[src/rtl/z80_idx_bitop_seq_pkg.sv]
// Shared definitions for the DD/FD CB d bit-operation sequencer:
// FSM states, op-class codes, M-cycle type codes, F-register bit
// positions and default T-state extensions.
package z80_idx_bitop_seq_pkg;

  // M-cycle type codes understood by the core's cycle engine.
  localparam logic [2:0] CYCLE_M1       = 3'd1;
  localparam logic [2:0] CYCLE_RDWR_MEM = 3'd2;

  // F-register bit positions.
  localparam int unsigned FLAG_C_NUM  = 0;
  localparam int unsigned FLAG_N_NUM  = 1;
  localparam int unsigned FLAG_PV_NUM = 2;
  localparam int unsigned FLAG_3_NUM  = 3;
  localparam int unsigned FLAG_H_NUM  = 4;
  localparam int unsigned FLAG_5_NUM  = 5;
  localparam int unsigned FLAG_Z_NUM  = 6;
  localparam int unsigned FLAG_S_NUM  = 7;

  // Default extra T-states: opcode read carries the EA add (3+2),
  // operand read is 3+1.
  localparam int unsigned T_OP_EXTRA_DEF = 2;
  localparam int unsigned T_RD_EXTRA_DEF = 1;

  // Op class taken from op[7:6] of the CB-page opcode.
  typedef enum logic [1:0] {
    OPC_ROT = 2'b00,
    OPC_BIT = 2'b01,
    OPC_RES = 2'b10,
    OPC_SET = 2'b11
  } opc_e;

  typedef enum logic [2:0] {
    ST_IDLE,
    ST_CB,
    ST_DISP,
    ST_OP,
    ST_RD,
    ST_WR,
    ST_FIN
  } state_e;

endpackage

[src/rtl/z80_idx_bitop_seq_alu.sv]
// Combinational bit-op datapath for BIT/RES/SET b,(IX/IY+d).
// Optional macro Z80_MEMPTR_FLAGS_EN: BIT takes F5/F3 from EA[13]/EA[11]
// (silicon WZ behaviour) instead of passing them through from F.
module z80_bitop_alu
  import z80_idx_bitop_seq_pkg::*;
(
  input  opc_e        opc_i,
  input  logic [2:0]  b_i,
  input  logic [7:0]  data_i,
  input  logic [7:0]  f_i,
  input  logic [15:0] ea_i,
  output logic [7:0]  wdata_o,
  output logic [7:0]  f_o
);

  logic [7:0] mask;
  logic       ea_unused;

  assign ea_unused = ^ea_i;

  // Write-back data for RES/SET and flag result for BIT; F passes through otherwise.
  always_comb begin
    mask    = 8'h01 << b_i;
    wdata_o = data_i;
    f_o     = f_i;
    case (opc_i)
      OPC_RES: wdata_o = data_i & ~mask;
      OPC_SET: wdata_o = data_i | mask;
      OPC_BIT: begin
        f_o[FLAG_S_NUM]  = (b_i == 3'd7) & data_i[7];
        f_o[FLAG_Z_NUM]  = ~data_i[b_i];
        f_o[FLAG_PV_NUM] = ~data_i[b_i];
        f_o[FLAG_H_NUM]  = 1'b1;
        f_o[FLAG_N_NUM]  = 1'b0;
`ifdef Z80_MEMPTR_FLAGS_EN
        f_o[FLAG_5_NUM]  = ea_i[13];
        f_o[FLAG_3_NUM]  = ea_i[11];
`endif
      end
      default: ;
    endcase
  end

endmodule

[src/rtl/z80_idx_bitop_seq.sv]
// Execution sequencer for DD/FD CB d op (BIT/RES/SET b,(IX/IY+d)).
// Runs CB fetch, displacement read, opcode read, operand read and the
// RES/SET write-back, then returns F and IP+4 with a one-cycle done.
// Optional macro Z80_MEMPTR_FLAGS_EN (handled in z80_bitop_alu).
module z80_idx_bitop_seq
  import z80_idx_bitop_seq_pkg::*;
#(
  parameter int unsigned T_OP_EXTRA = T_OP_EXTRA_DEF,
  parameter int unsigned T_RD_EXTRA = T_RD_EXTRA_DEF
) (
  input  logic        clk,
  input  logic        reset,
  input  logic        start,
  input  logic        iy,
  input  logic [15:0] reg_ix_in,
  input  logic [15:0] reg_iy_in,
  input  logic [7:0]  reg_f_in,
  input  logic [15:0] reg_ip_in,
  output logic        mcyc_valid,
  output logic [2:0]  mcyc_type,
  output logic        mcyc_write,
  output logic [15:0] mcyc_addr,
  output logic [7:0]  mcyc_wdata,
  output logic [2:0]  mcyc_extra_t,
  input  logic        mcyc_done,
  input  logic [7:0]  mcyc_rdata,
  output logic        busy,
  output logic        done,
  output logic        illegal,
  output logic [7:0]  reg_f_out,
  output logic [15:0] reg_ip_out
);

  state_e      state_q;
  logic [15:0] base_q;
  logic [15:0] ip_q;
  logic [15:0] ea_q;
  logic [7:0]  f_q;
  logic [7:0]  d_q;
  logic [7:0]  data_q;
  logic [4:0]  op_q;       // op[7:3]: class and bit index
  logic [7:0]  alu_data;
  logic [7:0]  alu_wdata;
  logic [7:0]  alu_f;
  logic [15:0] ea_d;
  opc_e        opc;

  assign opc = opc_e'(op_q[4:3]);

  // Operand is taken straight off the bus on the RD completion cycle so the
  // BIT flags can be registered together with done.
  always_comb begin
    alu_data = (state_q == ST_RD) ? mcyc_rdata : data_q;
    ea_d     = base_q + {{8{d_q[7]}}, d_q};
  end

  z80_bitop_alu u_alu (
    .opc_i   (opc),
    .b_i     (op_q[2:0]),
    .data_i  (alu_data),
    .f_i     (f_q),
    .ea_i    (ea_q),
    .wdata_o (alu_wdata),
    .f_o     (alu_f)
  );

  // Sequencer FSM: each state issues its request with valid low on entry,
  // then completes on mcyc_done and advances with valid dropped.
  always_ff @(posedge clk) begin
    if (reset) begin
      state_q      <= ST_IDLE;
      base_q       <= '0;
      ip_q         <= '0;
      ea_q         <= '0;
      f_q          <= '0;
      d_q          <= '0;
      data_q       <= '0;
      op_q         <= '0;
      mcyc_valid   <= 1'b0;
      mcyc_type    <= '0;
      mcyc_write   <= 1'b0;
      mcyc_addr    <= '0;
      mcyc_wdata   <= '0;
      mcyc_extra_t <= '0;
      busy         <= 1'b0;
      done         <= 1'b0;
      illegal      <= 1'b0;
      reg_f_out    <= '0;
      reg_ip_out   <= '0;
    end else begin
      done    <= 1'b0;
      illegal <= 1'b0;
      unique case (state_q)
        ST_IDLE: begin
          if (start) begin
            base_q  <= iy ? reg_iy_in : reg_ix_in;
            f_q     <= reg_f_in;
            ip_q    <= reg_ip_in;
            busy    <= 1'b1;
            state_q <= ST_CB;
          end
        end
        ST_CB: begin
          if (!mcyc_valid) begin
            mcyc_valid   <= 1'b1;
            mcyc_type    <= CYCLE_M1;
            mcyc_write   <= 1'b0;
            mcyc_addr    <= ip_q + 16'd1;
            mcyc_wdata   <= '0;
            mcyc_extra_t <= '0;
          end else if (mcyc_done) begin
            mcyc_valid <= 1'b0;
            if (mcyc_rdata == 8'hCB) begin
              state_q <= ST_DISP;
            end else begin
              state_q    <= ST_FIN;
              done       <= 1'b1;
              illegal    <= 1'b1;
              reg_f_out  <= f_q;
              reg_ip_out <= ip_q + 16'd4;
            end
          end
        end
        ST_DISP: begin
          if (!mcyc_valid) begin
            mcyc_valid   <= 1'b1;
            mcyc_type    <= CYCLE_RDWR_MEM;
            mcyc_write   <= 1'b0;
            mcyc_addr    <= ip_q + 16'd2;
            mcyc_wdata   <= '0;
            mcyc_extra_t <= '0;
          end else if (mcyc_done) begin
            mcyc_valid <= 1'b0;
            d_q        <= mcyc_rdata;
            state_q    <= ST_OP;
          end
        end
        ST_OP: begin
          if (!mcyc_valid) begin
            mcyc_valid   <= 1'b1;
            mcyc_type    <= CYCLE_RDWR_MEM;
            mcyc_write   <= 1'b0;
            mcyc_addr    <= ip_q + 16'd3;
            mcyc_wdata   <= '0;
            mcyc_extra_t <= 3'(T_OP_EXTRA);
          end else if (mcyc_done) begin
            mcyc_valid <= 1'b0;
            op_q       <= mcyc_rdata[7:3];
            ea_q       <= ea_d;
            state_q    <= ST_RD;
          end
        end
        ST_RD: begin
          if (!mcyc_valid) begin
            mcyc_valid   <= 1'b1;
            mcyc_type    <= CYCLE_RDWR_MEM;
            mcyc_write   <= 1'b0;
            mcyc_addr    <= ea_q;
            mcyc_wdata   <= '0;
            mcyc_extra_t <= 3'(T_RD_EXTRA);
          end else if (mcyc_done) begin
            mcyc_valid <= 1'b0;
            data_q     <= mcyc_rdata;
            unique case (opc)
              OPC_BIT: begin
                state_q    <= ST_FIN;
                done       <= 1'b1;
                reg_f_out  <= alu_f;
                reg_ip_out <= ip_q + 16'd4;
              end
              OPC_RES, OPC_SET: begin
                state_q <= ST_WR;
              end
              default: begin
                state_q    <= ST_FIN;
                done       <= 1'b1;
                illegal    <= 1'b1;
                reg_f_out  <= f_q;
                reg_ip_out <= ip_q + 16'd4;
              end
            endcase
          end
        end
        ST_WR: begin
          if (!mcyc_valid) begin
            mcyc_valid   <= 1'b1;
            mcyc_type    <= CYCLE_RDWR_MEM;
            mcyc_write   <= 1'b1;
            mcyc_addr    <= ea_q;
            mcyc_wdata   <= alu_wdata;
            mcyc_extra_t <= '0;
          end else if (mcyc_done) begin
            mcyc_valid <= 1'b0;
            mcyc_write <= 1'b0;
            state_q    <= ST_FIN;
            done       <= 1'b1;
            reg_f_out  <= f_q;
            reg_ip_out <= ip_q + 16'd4;
          end
        end
        ST_FIN: begin
          busy    <= 1'b0;
          state_q <= ST_IDLE;
        end
        default: state_q <= ST_IDLE;
      endcase
    end
  end

endmodule

[config.mk]
export PLATFORM = sky130hd
export DESIGN_NAME = z80_idx_bitop_seq
export DESIGN_NICKNAME = d
export VERILOG_FILES = /design/src/rtl/z80_idx_bitop_seq_pkg.sv /design/src/rtl/z80_idx_bitop_seq_alu.sv /design/src/rtl/z80_idx_bitop_seq.sv
export SDC_FILE = /design/constraint.sdc
export NUM_CORES = 1
export LEC_CHECK = 0
export ABC_AREA = 1
export BUFFER_PORTS_ARGS = -buffer_cell sky130_fd_sc_hd__buf_2
export CAP_MARGIN = 40
export CORE_UTILIZATION = 57
export DETAILED_ROUTE_END_ITERATION = 10
export PLACE_DENSITY = 0.78
export SETUP_SLACK_MARGIN = 0.02
export SYNTH_ARGS = -nofsm -noshare
export SYNTH_HDL_FRONTEND = slang
export SYNTH_SLANG_ARGS = --single-unit
[constraint.sdc]
create_clock -name clk -period 2.7 [get_ports clk]
set_clock_uncertainty 0.2 [all_clocks]
set_input_delay 0.27 -clock clk [delete_from_list [all_inputs] [get_ports clk]]
set_output_delay 0.27 -clock clk [all_outputs]
set_load 0.02 [all_outputs]
# == Word-level counts from Yosys, hierarchy flattened ==
# Index checks and enable logic that the tools add are counted.
# W data, S select, Z words.
# classes
n_addsub,5
n_lt_le_gt_ge,1
bitwise,5
n_shift,1
eq_ne,34
n_reduce_logical,26
n_mux,71
# op_table
op,n
$mux W16,13
$mux W8,10
$pmux W16 S4,1
$pmux W16 S3,1
$pmux W8 S2,3
$mux W3,15
$ne A2 B2 Y1 const B,22
$add A16 B2 Y16 const B,2
$pmux W8 S3,1
$mux W1,18
$pmux W3 S6,1
$reduce_and A3 Y1,6
$add A16 B1 Y16 const B,1
$add A16 B16 Y16,1
$add A16 B3 Y16 const B,1
$eq A3 B3 Y1 const B,4
$reduce_and A11 Y1,1
$pmux W3 S3,1
$reduce_and A9 Y1,1
$and A8 B8 Y8,1
$eq A8 B8 Y1 const B,1
$not A8 Y8,1
$or A8 B8 Y8,1
$reduce_or A4 Y1,2
other kinds (24),34
# totals
output_inout_bits,59
inputBits,69
reg_bits,139
word_cells,162

# == Logic depth before layout (Yosys ltp) ==
# Gate-level depths: netlist of run 1.
# logic_depth
word_depth,9
ltp_mapped,13
depth_no_buf,13

# == By module ==
# Synthesis of run 1 repeated with hierarchy kept, for this count alone.
# unflattened
hier_cells,1242
hier_area_um2,7975.1
# modules_own_cells
module,area_per_inst_um2,n_inst,cells_each,seq_area_each_um2
z80_idx_bitop_seq,7622.3,1,1160,2742.6
z80_bitop_alu,352.8,1,82,0.0

# == Worst setup path before layout of run 1 ==
# OpenSTA, ideal clock, no wires.
# synth_path
path_kind,reg2reg
start,register state_q[1]
end,register mcyc_addr[10]
setup_ns,0.115
period_less_slack_ns,2.067
required_ns,2.385
t_arrival_ns,1.753
path_buffers,2
slack_ns,0.633
path_stages_with_launch,12
cell_sequence,dfxtp_1 > buf_6 > inv_2 > ha_1 > inv_1 > nand2_1 > or2_4 > nand2_4 > inv_2 > buf_2 > o21ai_1 > nor2_1
# synth_via
elab_chain_len,4
elab_cells_between_ends,13
classes_between,eq/ne: 9; mux: 1; reduce/logical: 3
# synth_lines
element,line,text
start: declaration,z80_idx_bitop_seq.sv:34,state_e state_q;
start signal: assignment,z80_idx_bitop_seq.sv:71,state_q <= ST_IDLE;
start signal: assignment,z80_idx_bitop_seq.sv:100,state_q <= ST_CB;
start signal: assignment,z80_idx_bitop_seq.sv:114,state_q <= ST_DISP;
$eq A3 B3 Y1,z80_idx_bitop_seq.sv:93,unique case (state_q)
$reduce_or A2 Y1 (no source line),--,
$ne A2 B2 Y1 (no source line) / $reduce_bool A4 Y1 (equally long branches),--,
$reduce_and A5 Y1 (no source line),--,
end signal: assignment,z80_idx_bitop_seq.sv:108,mcyc_addr <= ip_q + 16'd1;
end signal: assignment,z80_idx_bitop_seq.sv:129,mcyc_addr <= ip_q + 16'd2;
end signal: assignment,z80_idx_bitop_seq.sv:143,mcyc_addr <= ip_q + 16'd3;
end: declaration,z80_idx_bitop_seq.sv:22,"output logic [15:0] mcyc_addr,"
# Several ways; a longest one is shown, not always the timed one.
# A chain may end at the register's enable or synchronous reset.

# == Final worst setup path of run 1 ==
# layout_path
start,register state_q[0]
end,register mcyc_addr[8]
# Same word-level chain as after synthesis.

==> flow_summary.ini, run 1 <==
[timing]
setup_viol_count_final = 0
finalHoldViolCount = 0
max_freq_ghz = 0.414
grt_setup_unrepaired = no
setup_tns_ns = 0
relSlewSlack_pct = 65.3
tightest_slew_ns = 0.516
post-route-min-period_ns = 2.41
final_max_slew_viol_count = 0
post-route-period-util_pct = 89.4

[routing]
wire_per_inst_um = 13.6
drt_iter0_drc = 567
drtPass1Iterations = 7
ant_nets = 0
post-route-drc-count = 0
via_per_inst = 5.26
vias = 7543
drt-total-wl_um = 19400

[worst_setup_path]
arrival_ns = 2.53
critPathRequiredTime_ns = 2.81
startpoint_type = flop
crit_type = reg2reg
cp-end-kind = flop
crit_fanout = 7

[synth]
syn_area_sq_um = 7480
ys_types = 41
avgSynthCellArea_sq_um = 6.78
ys_ff_latch = 137
syn_inst = 1103
yosysWarnings = 0
ys_seq_area_share_pct = 36.7

[global_route]
grt_pass1_vias = 6639
grt_pass1_wl_um = 31700
overflow = 0
track_usage_pct = 29.6
antenna_found_initial = 0
grt_max_degree = 48

[floorplan]
initial_utilization_pct = 58.8
fp.dieW_um = 117
core_sq_um = 12700
die_area_sq_um = 13600
row_count = 41
io_pins = 128
die_h_um = 117

[pwr]
vdd_drop_max_uv = 466
power_density_nw_per_um2 = 983
cellLeakagePower_uw = 0.00426
finalPower_uw = 8960

[final_layout]
multi_input_comb_area_sq_um = 4030
drive_gt1_share_pct = 17.0
antennaDiodeCount = 0
mostFrequentLayoutCell = nand2_1
synthToLayoutAreaGrowth_pct = 21.9
fillers = 1111
regArea_sq_um = 2740
final_nets = 1340
final_cell_mix = 207 x nand2_1, 153 x nor2_1, 137 x dfxtp_1, 125 x buf_2, 116 x inv_1

[min_path]
min_path_type = in2reg

[clock_tree]
clk_latency_ns = 0.42
htree_levels = 4
clk_pin_slew_ns = 0.06
cts_buffer_depth = 2
post-cts-setup-buffers = 0
cts_sinks = 137
tritoncts = done
root_buffer = clkbuf_16
cts_buffers = 17

[status]
outcome = complete, no violations

[placed_design]
dp_hpwl_um = 13900
portBuffers = 125
gp_congestion = 0.944

[run]
cap_viol_max_count = 0
## final timing paths
kind	slack [ns]	endpoint	start	cells past startpoint
setup / recovery	0.29	mcyc_addr[8]	state_q[0]	11
hold / removal	0.0001	base_q[1]	reg_iy_in[1]	3
setup reg to reg	0.29	mcyc_addr[8]	state_q[0]	11
hold reg to reg	0.24	f_q[0]	f_q[0]	2
## what timing repair did
action | 4_1_cts | 5_1_grt
hold endpoints to repair | 41 | 0
resized for setup | 0 | 0
hold buffers | 32 | 0
setup endpoints to repair | 0 | 0
## registers in the layout (all words and copies together), names as in the netlist, 2 cells and up
register and count:
state_q 3, data_q 8, base_q 16, d_q 8
reg_f_out 8, mcyc_wdata 8, f_q 8, mcyc_addr 16
ip_q 16, op_q 5, ea_q 16, mcyc_extra_t 2
reg_ip_out 16, mcyc_type 2
## metrics by stage
| stage | utilization (%) | area, sq um | hold WS (ns) | instances | setup slack (ns) |
|---|---|---|---|---|---|
| finish | 71.6 | 9110 | 0.000103 | 1433 | 0.286 |
| global route | 71.6 | 9110 | 0.0332 | 1433 | 0.0668 |
| CTS | 71.6 | 9110 | 0.000596 | 1433 | 0.315 |
| detailed placement | 64.6 | 8220 | 0.234 | 1369 | 0.359 |
| global placement | 64.6 | 8220 | 0.231 | 1369 | 0.369 |
| floorplan | - | 7480 | 0.205 | 1104 | 0.633 |
## metal layers
metal  up-vias  part of all wire, %  GRT usage [%]
li1       3889                    -              -
met1      3352                   45           39.0
met2       275                   47           48.0
met3        27                  5.9           6.75
met4         0                  1.7           9.54
met5         -                    0              0
## worst max-delay path, cell delays in order, from the launching register on
cell,delay (ns)
dfxtp_1,0.57
nand3_1,0.17
inv_1,0.14
fa_1,0.27
nand2_1,0.13
nor2_1,0.30
nand2_1,0.11
xor2_1,0.15
nand2_1,0.07
nand3_1,0.07
nor2_1,0.09
nor2_1,0.04
## power breakdown
group,internal (uW),switching [uW]
registers,2550,395
logic,1270,2490
clock network,1380,869
## area by class of cell
class	instances	area share (%)
tap	172	2.36
sequential	137	30.1
clock buffer	21	4.94
clock inverter	11	1.36
timing repair buffer	172	11.9
inverter	126	5.19
multi-input combinational	794	44.2
## cell usage after synthesis (all sizes together)
master  count  area share, %
a211oi      2           0.20
a21oi     114            7.6
a221oi      1           0.12
a22oi       2           0.20
a31oi       1          0.084
buf        21            1.9
clkbuf     26            1.3
conb        1          0.050
dfxtp     137             37
fa          2           0.54
ha         21            3.5
inv       126            6.3
mux2       15            2.3
nand2     213             11
nand3      78            5.5
nand3b      1           0.10
nand4      11           0.92
nor2      161            8.5
nor3        8           0.60
nor3b       1           0.10
o211ai     12            1.2
o21a        1           0.10
o21ai     122            8.2
o31ai       1           0.10
or2         2           0.20
xnor2       2           0.23
xor2       21            2.5
## cell families after synthesis
logic type | after synthesis | share of synthesized area [%]
AND/OR/NAND/NOR | 475 | 26.9
flip-flops | 137 | 36.7
multiplexers | 15 | 2.26
other | 1 | 0.0502
AO/OA/AOI/OAI | 256 | 17.8
buffers and inverters | 173 | 9.59
XOR/XNOR | 23 | 2.69
adder cells (fa/ha/maj) | 23 | 4.05
Power figures use the tool's default switching activity.
==> inputs of run 2 (changes only) <==
--- a/config.mk
+++ b/config.mk
@@ -11,6 +11,7 @@
 export CORE_UTILIZATION = 57
 export DETAILED_ROUTE_END_ITERATION = 10
 export PLACE_DENSITY = 0.78
+export RECOVER_POWER = 100
 export SETUP_SLACK_MARGIN = 0.02
 export SYNTH_ARGS = -nofsm -noshare
 export SYNTH_HDL_FRONTEND = slang
==> constraint.sdc (replaced) <==
create_clock -name clk -period 2.7 [get_ports clk]
set_clock_uncertainty 0.2 [all_clocks]
set_input_delay 0.27 -clock clk [delete_from_list [all_inputs] [get_ports clk]]
set_output_delay 0.27 -clock clk [all_outputs]
set_load 0.05 [all_outputs]
==> run 2 against run 1 <==
Die area is the same. Core utilization is 0.83 points lower. Via count shrank 0.13%. Setup slack lost 0.011 ns. Sequential share of layout area up 0.35 points. Wire length down 0.18%. Clock power hardly changed. Critical path depth is the same. Cell count did not move. Non-clock buffer count is the same. Global-route usage unchanged. Sequential power about the same.
==> flow_summary.ini, run 2 (synthesis gave the netlist of run 1 again) <==
[clock_tree]
root_buffer = clkbuf_16
cts_buffers = 17
tritoncts = done
cts_buffer_depth = 2
cts_sinks = 137
post-cts-setup-buffers = 0
htree_levels = 4
clk_pin_slew_ns = 0.06
clk_latency_ns = 0.42

[pwr]
pwr-share-seq_pct = 31.3
pwr-share-comb_pct = 44.9
power.switching_uw = 4370
power_density_nw_per_um2 = 1050
clockPowerShare_pct = 23.9
sw_frac_of_total_pct = 46.2
p_int_uw = 5080
cellLeakagePower_uw = 0.00401
vdd_drop_max_uv = 468

[timing]
setup_tns_ns = 0
post-route-period-util_pct = 89.8
tightest_slew_ns = 0.647
setup_viol_count_final = 0
relSlewSlack_pct = 57.1
post-route-min-period_ns = 2.42
holdWs_ns = 0.000139
grt_setup_unrepaired = no
max_freq_ghz = 0.413
fin_ws_ns = 0.276
final_max_slew_viol_count = 0
finalHoldViolCount = 0

[worst_setup_path]
arrival_ns = 2.58
crit_fanout = 28
cp-end-kind = flop
crit_chain = buf_4 > nor2_8 > nand2_2 > nor2_1 > inv_1 > nand2_1 > nor2_1 > nand3_4 > inv_2 > nor2_1 > nor2_1
crit_path_frequent_cell = nor2_1
cp_slowest_cell = dfxtp_1
crit_family = simple AND/OR/NAND/NOR gates
crit_buf_inv = 3
critical-path-max-stage-delay_ns = 0.44
crit_type = reg2reg
startpoint_type = flop
critPathRequiredTime_ns = 2.86

[placed_design]
placed_cell_area_sq_um = 8220
gp_congestion = 0.944
numPlacedInstances = 1369
dp_hpwl_um = 13900
dp_worst_setup_slack_ns = 0.359
portBuffers = 125

[routing]
top_layer = met4
drtPass1Iterations = 5
ant_nets = 0
wire_per_inst_um = 13.5
wl_met2_um = 9020
drt-total-wl_um = 19400
met1_length_um = 8780
wl_met3_um = 1190
via_per_inst = 5.26
drt_iter0_drc = 557
post-route-drc-count = 0
vias = 7533

[global_route]
track_usage_pct = 29.6
grt_pass1_wl_um = 31700
overflow = 0
antenna_found_initial = 0
grt_max_degree = 48
grt_pass1_vias = 6639

[final_layout]
multi_input_comb_area_sq_um = 4010
layout.cells.non_filler = 1433
fillers = 1143
antennaDiodeCount = 0
regArea_sq_um = 2740
synthToLayoutAreaGrowth_pct = 20.5
mostFrequentLayoutCell = nand2_1
drive_gt1_share_pct = 11.8
final_cell_mix = 207 x nand2_1, 155 x nor2_1, 137 x dfxtp_1, 119 x inv_1, 114 x a21oi_1
final_area_sq_um = 9010
final_nets = 1340

[floorplan]
core_sq_um = 12700
io_pins = 128
row_count = 41
die_h_um = 117
initial_utilization_pct = 58.8
die_area_sq_um = 13600
fp.dieW_um = 117

[status]
outcome = complete, no violations

[min_path]
min_path_type = in2reg

[run]
cap_viol_max_count = 0
==> run 2: path summary, 6_finish.rpt <==
kind,startpoint,to,slack [ns],depth (start not counted)
worst max-delay path,state_q[1],reg_ip_out[0],0.28,11
worst min-delay path,reg_iy_in[1],base_q[1],0.0001,3
worst max register to register,state_q[1],reg_ip_out[0],0.28,11
worst min register to register,f_q[2],f_q[2],0.24,2
==> run 2: stage by stage <==
| stage | total power (uW) | util [%] |
|---|---|---|
| after CTS | 9570 | 71.6 |
| after global placement | 7230 | 64.6 |
| after detailed placement | 7260 | 64.6 |
| after floorplan | 6370 | - |
| final | 9450 | 70.8 |
| after global routing | 10100 | 70.8 |
==> run 2: per-layer routing <==
metal | vias up | global-route usage, %
met3 | 32 | 6.75
met1 | 3335 | 39.0
met5 | - | 0
li1 | 3900 | -
met2 | 266 | 48.0
met4 | 0 | 9.54
==> run 2: repair_timing <==
item,CTS,global route
endpoints found under the setup margin,0,0
endpoints found under the hold margin,41,0
resized for setup,0,0
hold buffers,32,0
==> run 2: power by group through the flow <==
stage	registers [uW]	clock network, uW	logic, uW
floorplan	3830	0	2540
global placement	2980	0	4250
detailed placement	2980	0	4280
CTS	2940	2280	4350
global route	3030	2370	4710
finish	2950	2250	4240
==> run 2: final cells by class <==
class,count,share of cell area (%)
multi-input combinational,794,44.5
sequential,137,30.4
timing repair buffer,172,11.0
inverter,126,5.25
clock buffer,21,5.00
tap,172,2.39
clock inverter,11,1.37
==> run 2: worst register-to-register path: stages, from the launching register on <==
cell and delay (ns):
dfxtp_1 0.44, buf_4 0.20, nor2_8 0.05, nand2_2 0.22, nor2_1 0.09, inv_1 0.08
nand2_1 0.05, nor2_1 0.17, nand3_4 0.28, inv_2 0.38, nor2_1 0.09, nor2_1 0.11
==> inputs of run 3 (changes only) <==
--- a/config.mk
+++ b/config.mk
@@ -12,6 +12,7 @@
 export DETAILED_ROUTE_END_ITERATION = 10
 export PLACE_DENSITY = 0.78
 export RECOVER_POWER = 100
+export REMOVE_ABC_BUFFERS = 1
 export SETUP_SLACK_MARGIN = 0.02
 export SYNTH_ARGS = -nofsm -noshare
 export SYNTH_HDL_FRONTEND = slang
==> run 3 against run 2 <==
Sequential share of layout area fell by 0.17 points. Fmax rose by 0.45%. First-iteration DRC count rose by 6.5%. Critical path type unchanged. Largest cell class unchanged. Highest routed layer unchanged.
==> flow_summary.ini, run 3 (synthesis gave the netlist of run 1 again) <==
[status]
outcome = complete, no violations

[global_route]
grt_max_degree = 50
grt_pass1_wl_um = 31100
grt_pass1_vias = 6615
track_usage_pct = 29.2
antenna_found_initial = 0
overflow = 0

[clock_tree]
cts_sinks = 137
clk_latency_ns = 0.42
cts_buffers = 17
clk_pin_slew_ns = 0.06
post-cts-setup-buffers = 0
cts_buffer_depth = 2
htree_levels = 4
tritoncts = done
root_buffer = clkbuf_16

[timing]
post-route-period-util_pct = 89.4
max_freq_ghz = 0.414
grt_setup_unrepaired = no
setup_viol_count_final = 0
holdWs_ns = 0.0398
final_max_slew_viol_count = 0
fin_ws_ns = 0.287
post-route-min-period_ns = 2.41
relSlewSlack_pct = 57.9
tightest_slew_ns = 0.634
finalHoldViolCount = 0

[final_layout]
antennaDiodeCount = 0
final_cell_mix = 208 x nand2_1, 155 x nor2_1, 137 x dfxtp_1, 118 x inv_1, 114 x a21oi_1
layout.cells.non_filler = 1435
final_nets = 1342
mostFrequentLayoutCell = nand2_1
drive_gt1_share_pct = 11.8
synthToLayoutAreaGrowth_pct = 21.2

[routing]
wire_per_inst_um = 13.9
vias = 7686
post-route-drc-count = 0
drt_iter0_drc = 593
ant_nets = 0
via_per_inst = 5.36
drt-total-wl_um = 19900
drtPass1Iterations = 7

[worst_setup_path]
arrival_ns = 2.52
cp-end-kind = flop
reg2reg_slack_ns = 0.29
crit_family = buffers and inverters
critPathRequiredTime_ns = 2.81
critical-path-max-stage-delay_ns = 0.52
cp_slowest_cell = nor2_1
crit_buf_inv = 3
crit_fanout = 10
crit_chain = buf_4 > nand3_1 > clkbuf_1 > nor2_1 > inv_1 > o21ai_0 > a21oi_1
r2r_cells = 7
reg2reg_from = state_q[1]
crit_type = reg2reg
startpoint_type = flop
rr_endpoint = d_q[1]
cp.depth = 7

[floorplan]
io_pins = 128
initial_utilization_pct = 58.8
core_sq_um = 12700
row_count = 41
die_h_um = 117
die_area_sq_um = 13600
fp.dieW_um = 117

[placed_design]
portBuffers = 125
dp_hpwl_um = 13900
numPlacedInstances = 1369
gp_congestion = 0.951
dp_worst_setup_slack_ns = 0.350

[min_path]
min_path_type = in2reg
hp-start = reg_iy_in[13]
hold_depth = 4
hold_path_end = base_q[13]

[pwr]
cellLeakagePower_uw = 0.00403
vdd_drop_max_uv = 488
power_density_nw_per_um2 = 1060

[run]
cap_viol_max_count = 0
==> run 3: worst max path at each step <==
| stage | from | endpoint |
|---|---|---|
| 2_1_floorplan | state_q[0] | base_q[1] |
| 3_3_place_gp | state_q[1] | mcyc_addr[7] |
| 3_5_place_dp | base_q[0] | ea_q[14] |
| 4_1_cts | state_q[1] | mcyc_addr[8] |
| 5_1_grt | state_q[1] | mcyc_addr[14] |
| 6_report | state_q[1] | d_q[1] |
==> run 3: worst register-to-register path: cells and delay by family, from the launching register on <==
family          cells  cell delay (ns)
flops               1             0.45
simple gates        2             0.64
buf+inv             3             0.76
compound gates      2             0.26
==> run 3: per-stage QoR <==
stage / cell area, sq um / total power (uW) / setup TNS, ns / util (%)
after floorplan: 7240 / 6120 / -0.277 / -
after global placement: 8210 / 7210 / 0 / 64.5
after detailed placement: 8210 / 7270 / 0 / 64.5
after CTS: 9170 / 9760 / 0 / 72.1
after global routing: 9060 / 10300 / 0 / 71.2
final: 9060 / 9650 / 0 / 71.2
==> run 3: routing by layer <==
metal / wire length, um / GRT usage (%) / vias up
li1: - / - / 3901
met4: 233 / 8.19 / 0
met3: 1150 / 6.07 / 21
met1: 9090 / 37.5 / 3510
met5: 0 / 0 / -
met2: 9460 / 49.6 / 254
==> run 3: timing repair <==
action	CTS	global route
resized for setup	0	0
hold buffers	34	0
endpoints found under the hold margin	42	0
==> run 3: where the power goes <==
part | switching (uW) | internal (uW) | leakage (uW) | total, uW
registers | 399 | 2550 | 0.00112 | 2950
logic | 3120 | 1140 | 0.00262 | 4260
clock network | 926 | 1510 | 0.000296 | 2430
==> run 3: final cells by class <==
class	instances	area, sq um
Clock buffer	19	453
Clock inverter	13	166
Fill cell	1131	3660
Inverter	126	473
Multi-Input combinational cell	794	4010
Sequential cell	137	2740
Tap cell	172	215
Timing Repair Buffer	174	1000
